<file path="config.mk">
export PLATFORM = sky130hd
export DESIGN_NAME = stack_seq
export DESIGN_NICKNAME = d
export VERILOG_FILES = /design/src/rtl/stack_seq.sv
export SDC_FILE = /design/constraint.sdc
export NUM_CORES = 1
export LEC_CHECK = 0
export ABC_AREA = 1
export CAP_MARGIN = 20
export CELL_PAD_IN_SITES_DETAIL_PLACEMENT = 1
export CELL_PAD_IN_SITES_GLOBAL_PLACEMENT = 2
export CORE_ASPECT_RATIO = 0.8
export CORE_MARGIN = 2
export CORE_UTILIZATION = 26
export CTS_CLUSTER_DIAMETER = 40
export CTS_CLUSTER_SIZE = 25
export DETAILED_ROUTE_END_ITERATION = 7
export PLACE_DENSITY = 0.88
export SYNTH_ARGS = -nofsm -noshare
export SYNTH_HDL_FRONTEND = slang
export SYNTH_SLANG_ARGS = --single-unit
</file>
<file path="constraint.sdc">
create_clock -name clk -period 2.7 [get_ports clk]
set_input_delay 0.81 -clock clk [delete_from_list [all_inputs] [get_ports clk]]
set_output_delay 0.81 -clock clk [all_outputs]
set_load 0.02 [all_outputs]
</file>
<file path="src/rtl/stack_seq.sv">
// 8085 PUSH/POP stack sequencer: owns SP and splits each word into two byte accesses.
// Zero-wait latency start->done is 3 cycles; each mem_ack wait cycle adds one.
module stack_seq #(
  parameter int DATASIZE = 8,
  parameter int ADDRSIZE = 16
) (
  input  logic                  clk,
  input  logic                  rst,
  input  logic                  start,
  input  logic                  stk_op,
  input  logic [2*DATASIZE-1:0] iData,
  output logic [2*DATASIZE-1:0] oData,
  input  logic                  sp_load,
  input  logic [ADDRSIZE-1:0]   iSP,
  output logic [ADDRSIZE-1:0]   oSP,
  output logic                  busy,
  output logic                  done,
  output logic [ADDRSIZE-1:0]   mem_addr,
  output logic [DATASIZE-1:0]   mem_wdata,
  input  logic [DATASIZE-1:0]   mem_rdata,
  output logic                  mem_wr,
  output logic                  mem_rd,
  input  logic                  mem_ack
);

  localparam logic [2:0] S_IDLE    = 3'd0;
  localparam logic [2:0] S_PUSH_HI = 3'd1;
  localparam logic [2:0] S_PUSH_LO = 3'd2;
  localparam logic [2:0] S_POP_LO  = 3'd3;
  localparam logic [2:0] S_POP_HI  = 3'd4;
  localparam logic [2:0] S_FIN     = 3'd5;

  logic [2:0]          r_state;
  logic [DATASIZE-1:0] r_wlo;
  logic [DATASIZE-1:0] r_rlo;

  logic [ADDRSIZE-1:0] w_sp_m1;
  logic [ADDRSIZE-1:0] w_sp_m2;
  logic [ADDRSIZE-1:0] w_sp_p1;
  logic [ADDRSIZE-1:0] w_sp_p2;

  // SP only moves at the final ack, so these offsets stay valid for the whole op.
  assign w_sp_m1 = oSP - ADDRSIZE'(1);
  assign w_sp_m2 = oSP - ADDRSIZE'(2);
  assign w_sp_p1 = oSP + ADDRSIZE'(1);
  assign w_sp_p2 = oSP + ADDRSIZE'(2);

  always_ff @(posedge clk or posedge rst) begin
    if (rst) begin
      r_state   <= S_IDLE;
      r_wlo     <= '0;
      r_rlo     <= '0;
      oSP       <= '0;
      oData     <= '0;
      busy      <= 1'b0;
      done      <= 1'b0;
      mem_addr  <= '0;
      mem_wdata <= '0;
      mem_wr    <= 1'b0;
      mem_rd    <= 1'b0;
    end else begin
      case (r_state)
        S_IDLE: begin
          if (sp_load) begin
            oSP <= iSP;
          end else if (start) begin
            busy  <= 1'b1;
            r_wlo <= iData[DATASIZE-1:0];
            if (stk_op) begin
              r_state  <= S_POP_LO;
              mem_rd   <= 1'b1;
              mem_addr <= oSP;
            end else begin
              r_state   <= S_PUSH_HI;
              mem_wr    <= 1'b1;
              mem_addr  <= w_sp_m1;
              mem_wdata <= iData[2*DATASIZE-1:DATASIZE];
            end
          end
        end
        S_PUSH_HI: begin
          if (mem_ack) begin
            r_state   <= S_PUSH_LO;
            mem_addr  <= w_sp_m2;
            mem_wdata <= r_wlo;
          end
        end
        S_PUSH_LO: begin
          if (mem_ack) begin
            r_state <= S_FIN;
            mem_wr  <= 1'b0;
            busy    <= 1'b0;
            done    <= 1'b1;
            oSP     <= w_sp_m2;
          end
        end
        S_POP_LO: begin
          if (mem_ack) begin
            r_state  <= S_POP_HI;
            r_rlo    <= mem_rdata;
            mem_addr <= w_sp_p1;
          end
        end
        S_POP_HI: begin
          if (mem_ack) begin
            r_state <= S_FIN;
            mem_rd  <= 1'b0;
            busy    <= 1'b0;
            done    <= 1'b1;
            oData   <= {mem_rdata, r_rlo};
            oSP     <= w_sp_p2;
          end
        end
        S_FIN: begin
          r_state <= S_IDLE;
          done    <= 1'b0;
        end
        default: begin
          r_state <= S_IDLE;
          mem_wr  <= 1'b0;
          mem_rd  <= 1'b0;
          busy    <= 1'b0;
          done    <= 1'b0;
        end
      endcase
    end
  end

endmodule

</file>
== Word level (Yosys, flattened, before mapping) ==
Cells that the tools add are included.
Widths: inputs -> output; s select.

* Flip-flop bits (word level): 79
* Bits of input ports: 46
* Logic and storage cells: 90

* $add $sub $neg: 4
* Equality and inequality tests: 15
* Mux-type cells: 35
* Bitwise operators: 5
* Reductions and logical operators: 20

{| class="wikitable"
|+ Operators with widths
! operator !! number
|-
| $mux 16 || 7
|-
| $pmux 16 s3 || 2
|-
| $mux 8 || 4
|-
| $reduce_and 5->1 || 5
|-
| $ne 2x2->1 const B || 9
|-
| $add 16x1->16 const B || 1
|-
| $add 16x2->16 const B || 1
|-
| $pmux 8 s2 || 1
|-
| $sub 16x1->16 const B || 1
|-
| $sub 16x2->16 const B || 1
|-
| $mux 3 || 5
|-
| $pmux 3 s4 || 1
|-
| $mux 1 || 10
|-
| $pmux 1 s3 || 3
|-
| $reduce_and 4->1 || 2
|-
| $reduce_or 4->1 || 2
|-
| $eq 3x2->1 const B || 2
|-
| $eq 3x3->1 const B || 2
|-
| $reduce_and 2->1 || 3
|-
| $reduce_bool 3->1 || 2
|-
| $reduce_or 3->1 || 2
|-
| $not 1->1 || 5
|-
| $eq 3x1->1 const B || 1
|-
| $logic_not 3->1 || 1
|-
| other kinds (6) || 6
|}

== Depth between registers and ports, before layout ==
Gate-level depths: netlist (run 1).

* Word-level depth: 5
* Depth in mapped cells: 11
* Mapped depth without buffers: 11

== Least setup slack after synthesis (run 1) ==
Ideal clock, no wire load.

* Path type: reg-to-reg
* Start: register oSP[2]
* End: register mem_addr[11]
* Setup time: 0.116 ns
* Data arrival time: 1.615 ns
* Slack: 0.968 ns
* Cell stages (with the launch flop): 10
* Path buffers: 0
* Clock period less this slack: 1.732 ns
* Cells stage by stage: dfrtp_1 -> inv_1 -> ha_1 -> nand3_1 -> nor2_1 -> nand3_1 -> nand3_1 -> nand3_1 -> nand2_1 -> nand2_1

* Longest elaborated chain between the ends: 5

{| class="wikitable"
|+ Ends and longest elaborated chain
! item !! line !! RTL
|-
| from (decl) || 15 || <nowiki>output logic [ADDRSIZE-1:0] oSP,</nowiki>
|-
| from (signal assigned) || 65 || <nowiki>oSP <= iSP;</nowiki>
|-
| from (signal assigned) || 94 || <nowiki>oSP <= w_sp_m2;</nowiki>
|-
| from (signal assigned) || 111 || <nowiki>oSP <= w_sp_p2;</nowiki>
|-
| $sub 16x1->16 || 43 || <nowiki>assign w_sp_m1 = oSP - ADDRSIZE'(1);</nowiki>
|-
| $mux 16 || 69 || <nowiki>if (stk_op) begin</nowiki>
|-
| $mux 16 || 66 || <nowiki>end else if (start) begin</nowiki>
|-
| $mux 16 || 64 || <nowiki>if (sp_load) begin</nowiki>
|-
| $pmux 16 s3 (*) || 62 || <nowiki>case (r_state)</nowiki>
|-
| to (signal assigned) || 72 || <nowiki>mem_addr <= oSP;</nowiki>
|-
| to (signal assigned) || 76 || <nowiki>mem_addr <= w_sp_m1;</nowiki>
|-
| to (signal assigned) || 84 || <nowiki>mem_addr <= w_sp_m2;</nowiki>
|-
| to (decl) || 18 || <nowiki>output logic [ADDRSIZE-1:0] mem_addr,</nowiki>
|}

Mark *: on every way between the ends. The rest lies on a longest branch, timed or not. The select of a mux whose other input is x is not followed.
A chain may end at the register's enable or synchronous reset.

== Final worst setup path (run 1) ==
* Start: register oSP[5]
* End: output oSP[5]

No word-level cell between the ends.

==> results of run 1 <==
state kept, by name, summed over array words and instances (netlist names):
name and flops:
mem_addr 16, oData 16, oSP 16, mem_wdata 8
r_rlo 8, r_wlo 8, r_state 3, busy 1
done 1, mem_rd 1, mem_wr 1
final timing paths:
check,end,slack [ps],depth (start not counted)
worst max-delay path,oSP[5],200,1
worst min-delay path,mem_addr[5],480,2
worst max register to register,mem_addr[11],520,9
worst min register to register,mem_addr[5],480,2
max in group asynchronous,mem_addr[6],1360,3
min in group asynchronous,mem_addr[9],800,2
per-layer routing:
metal	track usage, %	up-vias	part of all wire, %
li1	-	2457	-
met1	27.1	2401	50
met2	27.6	117	44
met3	3.12	14	5.2
met4	3.90	0	0.90
met5	0	-	0
tightest hold or removal path: cells and delay by family (launching register included):
kind / cells / cell delay, ps
DFF: 1 / 340
and+or+nand+nor: 2 / 110
final cells by class:
type | instances | area (µm²)
Clock buffer | 10 | 229
Fill cell | 2254 | 11700
Inverter | 72 | 275
Tap cell | 253 | 317
Multi-Input combinational cell | 511 | 2540
Clock inverter | 6 | 70.1
Timing Repair Buffer | 121 | 1180
Sequential cell | 79 | 1980
cells by family after synthesis:
logic type,Yosys count,synth area share [%]
simple gates,376,33.3
fa+ha+maj,5,1.27
mux,24,5.29
flops,79,40.2
compound gates,102,11.1
buf+inv,94,8.17
xor+xnor,4,0.712
stage by stage:
step           worst slack [ps]  hold slack, ps  total power (µW)  instances  instance area [µm²]
3_5_place_dp                147             471              7560       1036                 6290
5_1_grt                     162             507              9530       1052                 6590
6_report                    195             481              8820       1052                 6590
2_1_floorplan               968             446              5480        684                 4920
4_1_cts                     223             488              8880       1052                 6590
3_3_place_gp                192             463              7500       1036                 6290
cell usage in the layout, fill, tap and decap left out, drive strengths merged:
master         netlist  routed
o2bb2ai              1       1
nor2                69      69
nand2              203     203
ha                   5       5
clkinv               1       3
clkdlybuf4s50        0     105
o21a                 2       2
bufinv               0       1
nor3                 2       2
o31ai                1       1
or2                  2       2
o22ai                1       1
nand3               92      92
o21ai               66      66
buf                 18      16
clkbuf               4      10
a21oi               26      26
a211oi               1       1
o211ai               2       2
clkinvlp             0       3
o311ai               1       1
nand4                7       7
nand3b               1       1
dfrtp               79      79
mux2                16      16
xor2                 4       4
inv                 71      71
a31oi                1       1
mux2i                8       8
synthesized netlist by cell type (9+ instances only):
cell type	number	area [µm²]
a21oi_1	25	125
mux2_2	12	135
o21ai_0	55	275
nor2_1	64	240
buf_2	11	55.1
nand2_1	194	728
inv_2	9	33.8
dfrtp_1	79	1980
o21ai_1	11	55.1
nand3_1	89	445
inv_1	62	233
power by group:
group | internal [µW] | switching, µW | total [µW] | leakage, µW
Sequential | 1780 | 596 | 2380 | 0.000972
Clock | 724 | 548 | 1270 | 0.000141
Combinational | 1960 | 3210 | 5170 | 0.00196
==> impl_metrics.json, run 1 <==
{
  "status": "finished, final reports clean",
  "worstHoldPathType": "flip-flop to flip-flop",
  "drive_gt1_share_pct": 9.39,
  "avgRoutedWirePerCell_um": 16.9,
  "clk_latency_ps": 350,
  "fin_setup_tns_ps": 0,
  "path_buf_inv": 1,
  "path_class": "flip-flop to primary output",
  "syn_area_um2": 4920,
  "startpoint_type": "flip-flop",
  "cts_tree": "built",
  "hold_start": "mem_addr[5]",
  "pin_count": 106,
  "netlist_instances": 684,
  "fp.dieH_um": 127,
  "clock_path_buffers": 2,
  "async_flop_share_pct": 100,
  "critPathMaxStageDelay_ps": 730,
  "antenna_found_initial": 0,
  "report.final.setup_viol": 0,
  "areaGrowthSynthToFinish_pct": 34.0,
  "cts_setup_buffers": 0,
  "ys_seq_area_share_pct": 40.2,
  "dp_hpwl_um": 13400,
  "synth_nets": 735,
  "n_antenna_cell": 0,
  "max_cap_violations": 0,
  "cts_buffers": 9,
  "drtIter0Drc": 323,
  "grt_pass1_wl_um": 28000,
  "ir_worst_vdd_mv": 0.482,
  "worstPathCellList": "clkdlybuf4s50_1",
  "ctsResizeCount": 0,
  "remaining_drc_errors": 0,
  "avgSynthCellArea_um2": 7.19,
  "synth-main-ff-cell": "dfrtp_1",
  "wl_um": 17800,
  "overflow": 0,
  "holdBufCountCts": 0,
  "nNetsFinal": 845,
  "dieArea_um2": 20000,
  "required_ps": 1890,
  "synth-warning-count": 0,
  "vias_per_cell": 4.74,
  "firstDrtPassIters": 5,
  "grt_pass1_vias": 5038,
  "leakage_uw": 0.00307,
  "fin_util_pct": 35.9,
  "clkTransAtPathRegs_ps": 70,
  "final_max_slew_viol_count": 0,
  "cp_max_fo": 11,
  "cts-root-buf": "clkbuf_16",
  "grt_max_degree": 37,
  "yosysUniqueCellTypes": 40,
  "ant_nets": 0,
  "max_freq_mhz": 399,
  "reg2reg_from": "oSP[1]",
  "synth_edf_count": 0,
  "cp_slowest_cell": "clkdlybuf4s50_1",
  "coreArea_um2": 18300,
  "placementRows": 44,
  "worst_slew_pin_slew_ps": 605,
  "slew-limit-headroom_pct": 59.6,
  "crit_family": "buffers and inverters",
  "end_kind": "primary output",
  "grt_usage_pct": 18.2,
  "routabilityCongestion": 0.854,
  "ys_ff_latch": 79,
  "final-hold-violation-count": 0,
  "power_density_nw_per_um2": 1340,
  "initial_core_util_pct": 26.8,
  "final.period_utilization_pct": 92.8,
  "cp-startpoint": "oSP[5]",
  "die_w_um": 158,
  "rsz0062_at_grt": "no",
  "portBuffers": 105,
  "finalCriticalPeriod_ps": 2500,
  "via_count": 4989,
  "htreeDepth": 3,
  "crit_arrival_ps": 1690,
  "clkSinkCount": 79,
  "finalClockSkew_ps": 10.6
}
No activity file was read; power rests on OpenSTA's default activity.
==> inputs of run 2 (changes only) <==
--- a/config.mk
+++ b/config.mk
@@ -10,7 +10,7 @@
 export CELL_PAD_IN_SITES_DETAIL_PLACEMENT = 1
 export CELL_PAD_IN_SITES_GLOBAL_PLACEMENT = 2
 export CORE_ASPECT_RATIO = 0.8
-export CORE_MARGIN = 2
+export CORE_MARGIN = 1.5
 export CORE_UTILIZATION = 26
 export CTS_CLUSTER_DIAMETER = 40
 export CTS_CLUSTER_SIZE = 25
==> constraint.sdc (replaced) <==
create_clock -name clk -period 2.7 [get_ports clk]
set_input_delay 0.81 -clock clk [delete_from_list [all_inputs] [get_ports clk]]
set_output_delay 0.81 -clock clk [all_outputs]
set_load 0.05 [all_outputs]
==> run 2 against run 1 <==
- maximum frequency is 3.4% lower
- sequential share of layout area is 0.23 points lower
- first-iteration DRC count is 4.0% lower
- hold slack better by 2.9 ps
- global-route usage is 0.68 points higher
- clock skew is 5.1 ps lower
- design area is 0.78% higher
- routed wire length is 1.5% higher
- cell count is 0.29% higher
- critical path type unchanged
- largest power group unchanged
- highest routed layer unchanged
==> impl_metrics.json, run 2 (synthesis results as in run 1) <==
{
  "drive_gt1_share_pct": 9.98,
  "holdBufCountCts": 0,
  "pin_count": 106,
  "worstPathCellList": "clkdlybuf4s50_1",
  "ir_worst_vdd_mv": 0.467,
  "vias_per_cell": 4.72,
  "reg2reg_to": "mem_addr[5]",
  "cp_slowest_cell": "clkdlybuf4s50_1",
  "crit_arrival_ps": 1780,
  "grt_pass1_vias": 5063,
  "fin_cells": 1055,
  "n_antenna_cell": 0,
  "placementRows": 44,
  "critPathMaxStageDelay_ps": 910,
  "initial_core_util_pct": 26.8,
  "final-hold-violation-count": 0,
  "final_common_cell": "nand2_1",
  "fillers": 2294,
  "cp_max_fo": 7,
  "layout.area.seq_um2": 1980,
  "multi_input_area_um2": 2540,
  "final_max_slew_viol_count": 0,
  "portBuffers": 105,
  "clock_path_buffers": 2,
  "crit_end": "oSP[0]",
  "final.period_utilization_pct": 96.0,
  "ff2ff_setup_slack_ps": 570,
  "htreeDepth": 3,
  "cp-startpoint": "oSP[0]",
  "antenna_found_initial": 0,
  "status": "finished, final reports clean",
  "crit_family": "buffers and inverters",
  "die_w_um": 157,
  "slew-limit-headroom_pct": 41.0,
  "clkTransAtPathRegs_ps": 60,
  "via_count": 4978,
  "avgRoutedWirePerCell_um": 17.1,
  "startpoint_type": "flip-flop",
  "max_cap_violations": 0,
  "fin_setup_tns_ps": 0,
  "remaining_drc_errors": 0,
  "leakage_uw": 0.00311,
  "placed_cells": 1039,
  "coreArea_um2": 18300,
  "power_density_nw_per_um2": 1510,
  "clk_latency_ps": 350,
  "overflow": 0,
  "ctsResizeCount": 0,
  "final_cell_mix": "nand2_1 (194), clkdlybuf4s50_1 (104), nand3_1 (89)",
  "reg.largest.list": "mem_addr: 16 flops, oData: 16 flops, oSP: 16 flops",
  "cts_buffers": 9,
  "rsz0062_at_grt": "no",
  "clkSinkCount": 79,
  "firstDrtPassIters": 4,
  "drtIter0Drc": 310,
  "path_buf_inv": 1,
  "worstHoldPathType": "flip-flop to flip-flop",
  "finalCriticalPeriod_ps": 2590,
  "worst_slew_pin_slew_ps": 874,
  "grt_pass1_wl_um": 28600,
  "end_kind": "primary output",
  "dp_hpwl_um": 13400,
  "dieArea_um2": 19800,
  "cts_setup_buffers": 0,
  "r2r_cells": 9,
  "areaGrowthSynthToFinish_pct": 35.1,
  "nNetsFinal": 848,
  "path_class": "flip-flop to primary output",
  "reg2reg_from": "oSP[1]",
  "wl_um": 18000,
  "required_ps": 1890,
  "fin_util_pct": 36.2,
  "fp.dieH_um": 126,
  "cts-root-buf": "clkbuf_16",
  "grt_max_degree": 80,
  "grt_usage_pct": 18.9,
  "finalClockSkew_ps": 5.53,
  "routabilityCongestion": 0.834,
  "ant_nets": 0,
  "max_freq_mhz": 386,
  "path_depth": 1,
  "cts_tree": "built",
  "report.final.setup_viol": 0
}
run 2: cell types whose count changed in the layout (fill, tap and decap cells not counted), sizes merged:
| cell | change |
|---|---|
| buf | +4 |
| clkinvlp | -2 |
| bufinv | +1 |
| clkdlybuf4s50 | -1 |
| clkinv | +1 |
run 2: final cells by class:
class	instances	area share, %
clock buffers	10	3.60
repair buffers	124	18.1
flip-flops and latches	79	29.8
well taps	253	4.77
clock inverters	6	1.38
multi-input cells	511	38.2
inverters	72	4.14
run 2: layer usage:
| layer | track usage (%) | vias to the layer above | wire length (µm) |
|---|---|---|---|
| met2 | 29.2 | 109 | 8040 |
| met3 | 2.82 | 7 | 852 |
| li1 | - | 2457 | - |
| met5 | 0 | - | 0 |
| met4 | 5.15 | 0 | 179 |
| met1 | 27.3 | 2405 | 8950 |
run 2: power by group:
group / leakage, µW / switching (µW) / total (µW) / internal, µW
Sequential: 0.000972 / 471 / 2260 / 1790
Combinational: 0.00197 / 4390 / 6390 / 2000
Clock: 0.000163 / 547 / 1390 / 841
run 2: tightest hold or removal path, stage by stage, from the launching register on:
cell and delay [ps]:
dfrtp_1 340, nand2_1 50, nand2_1 50
run 2: worst min path at each step:
stage / start / end / cells past startpoint
global route: r_rlo[1] / r_rlo[1] / 2
global placement: r_rlo[4] / r_rlo[4] / 2
CTS: r_rlo[1] / r_rlo[1] / 2
finish: mem_addr[11] / mem_addr[11] / 2
floorplan: r_rlo[3] / r_rlo[3] / 2
detailed placement: r_rlo[1] / r_rlo[1] / 2
run 2: through the flow:
stage	setup slack, ps	instance area, µm²	total power, µW	hold WS (ps)
detailed placement	174	6310	8660	473
global route	67.7	6640	10700	497
finish	107	6640	10000	484
CTS	93.7	6640	10100	490
global placement	218	6310	8570	462
floorplan	729	4920	6470	446
==> inputs of run 3 (changes only) <==
--- a/config.mk
+++ b/config.mk
@@ -15,7 +15,7 @@
 export CTS_CLUSTER_DIAMETER = 40
 export CTS_CLUSTER_SIZE = 25
 export DETAILED_ROUTE_END_ITERATION = 7
-export PLACE_DENSITY = 0.88
+export PLACE_DENSITY = 0.85
 export SYNTH_ARGS = -nofsm -noshare
 export SYNTH_HDL_FRONTEND = slang
 export SYNTH_SLANG_ARGS = --single-unit
==> run 3 against run 2 <==
- hold slack got worse by 3.5 ps
- count of clock-buffer cells in the layout is the same
- sequential share of layout area fell by 0.062 points
- design area rose by 0.21%
- clock skew grew 2.5 ps
- cell count rose by 0.47%
- routed wire length down 0.48%
- via count increased by 0.16%
- clock power fell by 8%
- core utilization is 0.075 points higher
- global-route usage is 0.29 points higher
- critical path depth stayed put
==> impl_metrics.json, run 3 (synthesis results as in run 1) <==
{
  "ir_worst_vdd_mv": 0.429,
  "leakage_uw": 0.00312,
  "fin_setup_tns_ps": 0,
  "end_kind": "primary output",
  "final_max_slew_viol_count": 0,
  "fp.dieH_um": 126,
  "final_common_cell": "nand2_1",
  "rsz0062_at_grt": "no",
  "status": "finished, final reports clean",
  "firstDrtPassIters": 5,
  "coreArea_um2": 18300,
  "clock_path_buffers": 2,
  "cp_max_fo": 8,
  "dieArea_um2": 19800,
  "nNetsFinal": 853,
  "via_count": 4986,
  "grt_pass1_wl_um": 29100,
  "worst_slew_pin_slew_ps": 739,
  "required_ps": 1890,
  "overflow": 0,
  "htreeDepth": 3,
  "max_freq_mhz": 386,
  "drive_gt1_share_pct": 10.5,
  "placementRows": 44,
  "crit_arrival_ps": 1780,
  "initial_core_util_pct": 26.8,
  "avgRoutedWirePerCell_um": 16.9,
  "clk_latency_ps": 350,
  "path_buf_inv": 1,
  "cp_slowest_cell": "clkdlybuf4s50_1",
  "dp_hpwl_um": 13800,
  "path_class": "flip-flop to primary output",
  "clkSinkCount": 79,
  "final_cell_mix": "nand2_1 (194), clkdlybuf4s50_1 (104), nand3_1 (89)",
  "max_cap_violations": 0,
  "areaGrowthSynthToFinish_pct": 35.3,
  "wl_um": 17900,
  "critPathMaxStageDelay_ps": 880,
  "worstPathCellList": "clkdlybuf4s50_1",
  "cts_buffers": 9,
  "placed_cells": 1044,
  "n_antenna_cell": 0,
  "ant_nets": 0,
  "power_density_nw_per_um2": 1490,
  "vias_per_cell": 4.70,
  "fillers": 2281,
  "fin_cells": 1060,
  "remaining_drc_errors": 0,
  "startpoint_type": "flip-flop",
  "die_w_um": 157,
  "cts_tree": "built",
  "cts_setup_buffers": 0,
  "grt_max_degree": 25,
  "finalCriticalPeriod_ps": 2590,
  "final.period_utilization_pct": 96.1,
  "ctsResizeCount": 0,
  "worstHoldPathType": "flip-flop to flip-flop",
  "holdBufCountCts": 0,
  "grt_usage_pct": 19.2,
  "final-hold-violation-count": 0,
  "drtIter0Drc": 278,
  "cts-root-buf": "clkbuf_16",
  "finalClockSkew_ps": 7.99,
  "antenna_found_initial": 0,
  "routabilityCongestion": 0.841,
  "reg.largest.list": "mem_addr: 16 flops, oData: 16 flops, oSP: 16 flops",
  "pin_count": 106,
  "report.final.setup_viol": 0,
  "crit_family": "buffers and inverters",
  "portBuffers": 105,
  "clkTransAtPathRegs_ps": 70,
  "grt_pass1_vias": 5143,
  "slew-limit-headroom_pct": 50.1
}
[run 3: cell types whose count changed in the layout (fill, tap and decap cells not counted), sizes merged]
| cell | previous run | this run |
|---|---|---|
| clkinv | 4 | 3 |
| clkinvlp | 1 | 3 |
| bufinv | 2 | 1 |
| buf | 20 | 25 |
[run 3: worst paths after layout]
path	slack (ps)	cells past startpoint	startpoint	end
max	110	1	oSP[3]	oSP[3]
min	480	2	mem_addr[2]	mem_addr[2]
max in group asynchronous	1360	3	rst	r_wlo[6]
max reg2reg	480	9	oSP[1]	mem_addr[7]
min reg2reg	480	2	mem_addr[2]	mem_addr[2]
min in group asynchronous	840	2	rst	mem_addr[8]
[run 3: routing by layer]
layer  wire length, µm  up-vias  global-route usage, %
met2              7880      119                   29.2
li1                  -     2472                      -
met3               849       15                   3.03
met4               192        0                   4.26
met1              9000     2380                   28.4
met5                 0        -                      0
[run 3: final cells by class]
type / instances / area [µm²] / area share [%]
multi-input cells: 511 / 2540 / 38.1
flip-flops and latches: 79 / 1980 / 29.7
repair buffers: 129 / 1240 / 18.7
well taps: 253 / 317 / 4.76
inverters: 72 / 275 / 4.14
clock buffers: 10 / 239 / 3.59
clock inverters: 6 / 67.6 / 1.02
[run 3: power breakdown]
group | total [µW] | switching (µW) | internal (µW)
combinational | 6360 | 4360 | 2000
clock | 1280 | 536 | 745
sequential | 2280 | 494 | 1790
[run 3: metrics by stage]
stage | utilization (%) | hold slack [ps] | total power, µW | area, µm² | setup slack, ps
6_report | 36.3 | 481 | 9920 | 6660 | 106
5_1_grt | 36.3 | 511 | 10700 | 6660 | 41.4
4_1_cts | 36.3 | 487 | 9990 | 6660 | 90.2
3_5_place_dp | 34.6 | 473 | 8650 | 6350 | 194
3_3_place_gp | 34.6 | 465 | 8590 | 6350 | 244
2_1_floorplan | - | 446 | 6470 | 4920 | 729
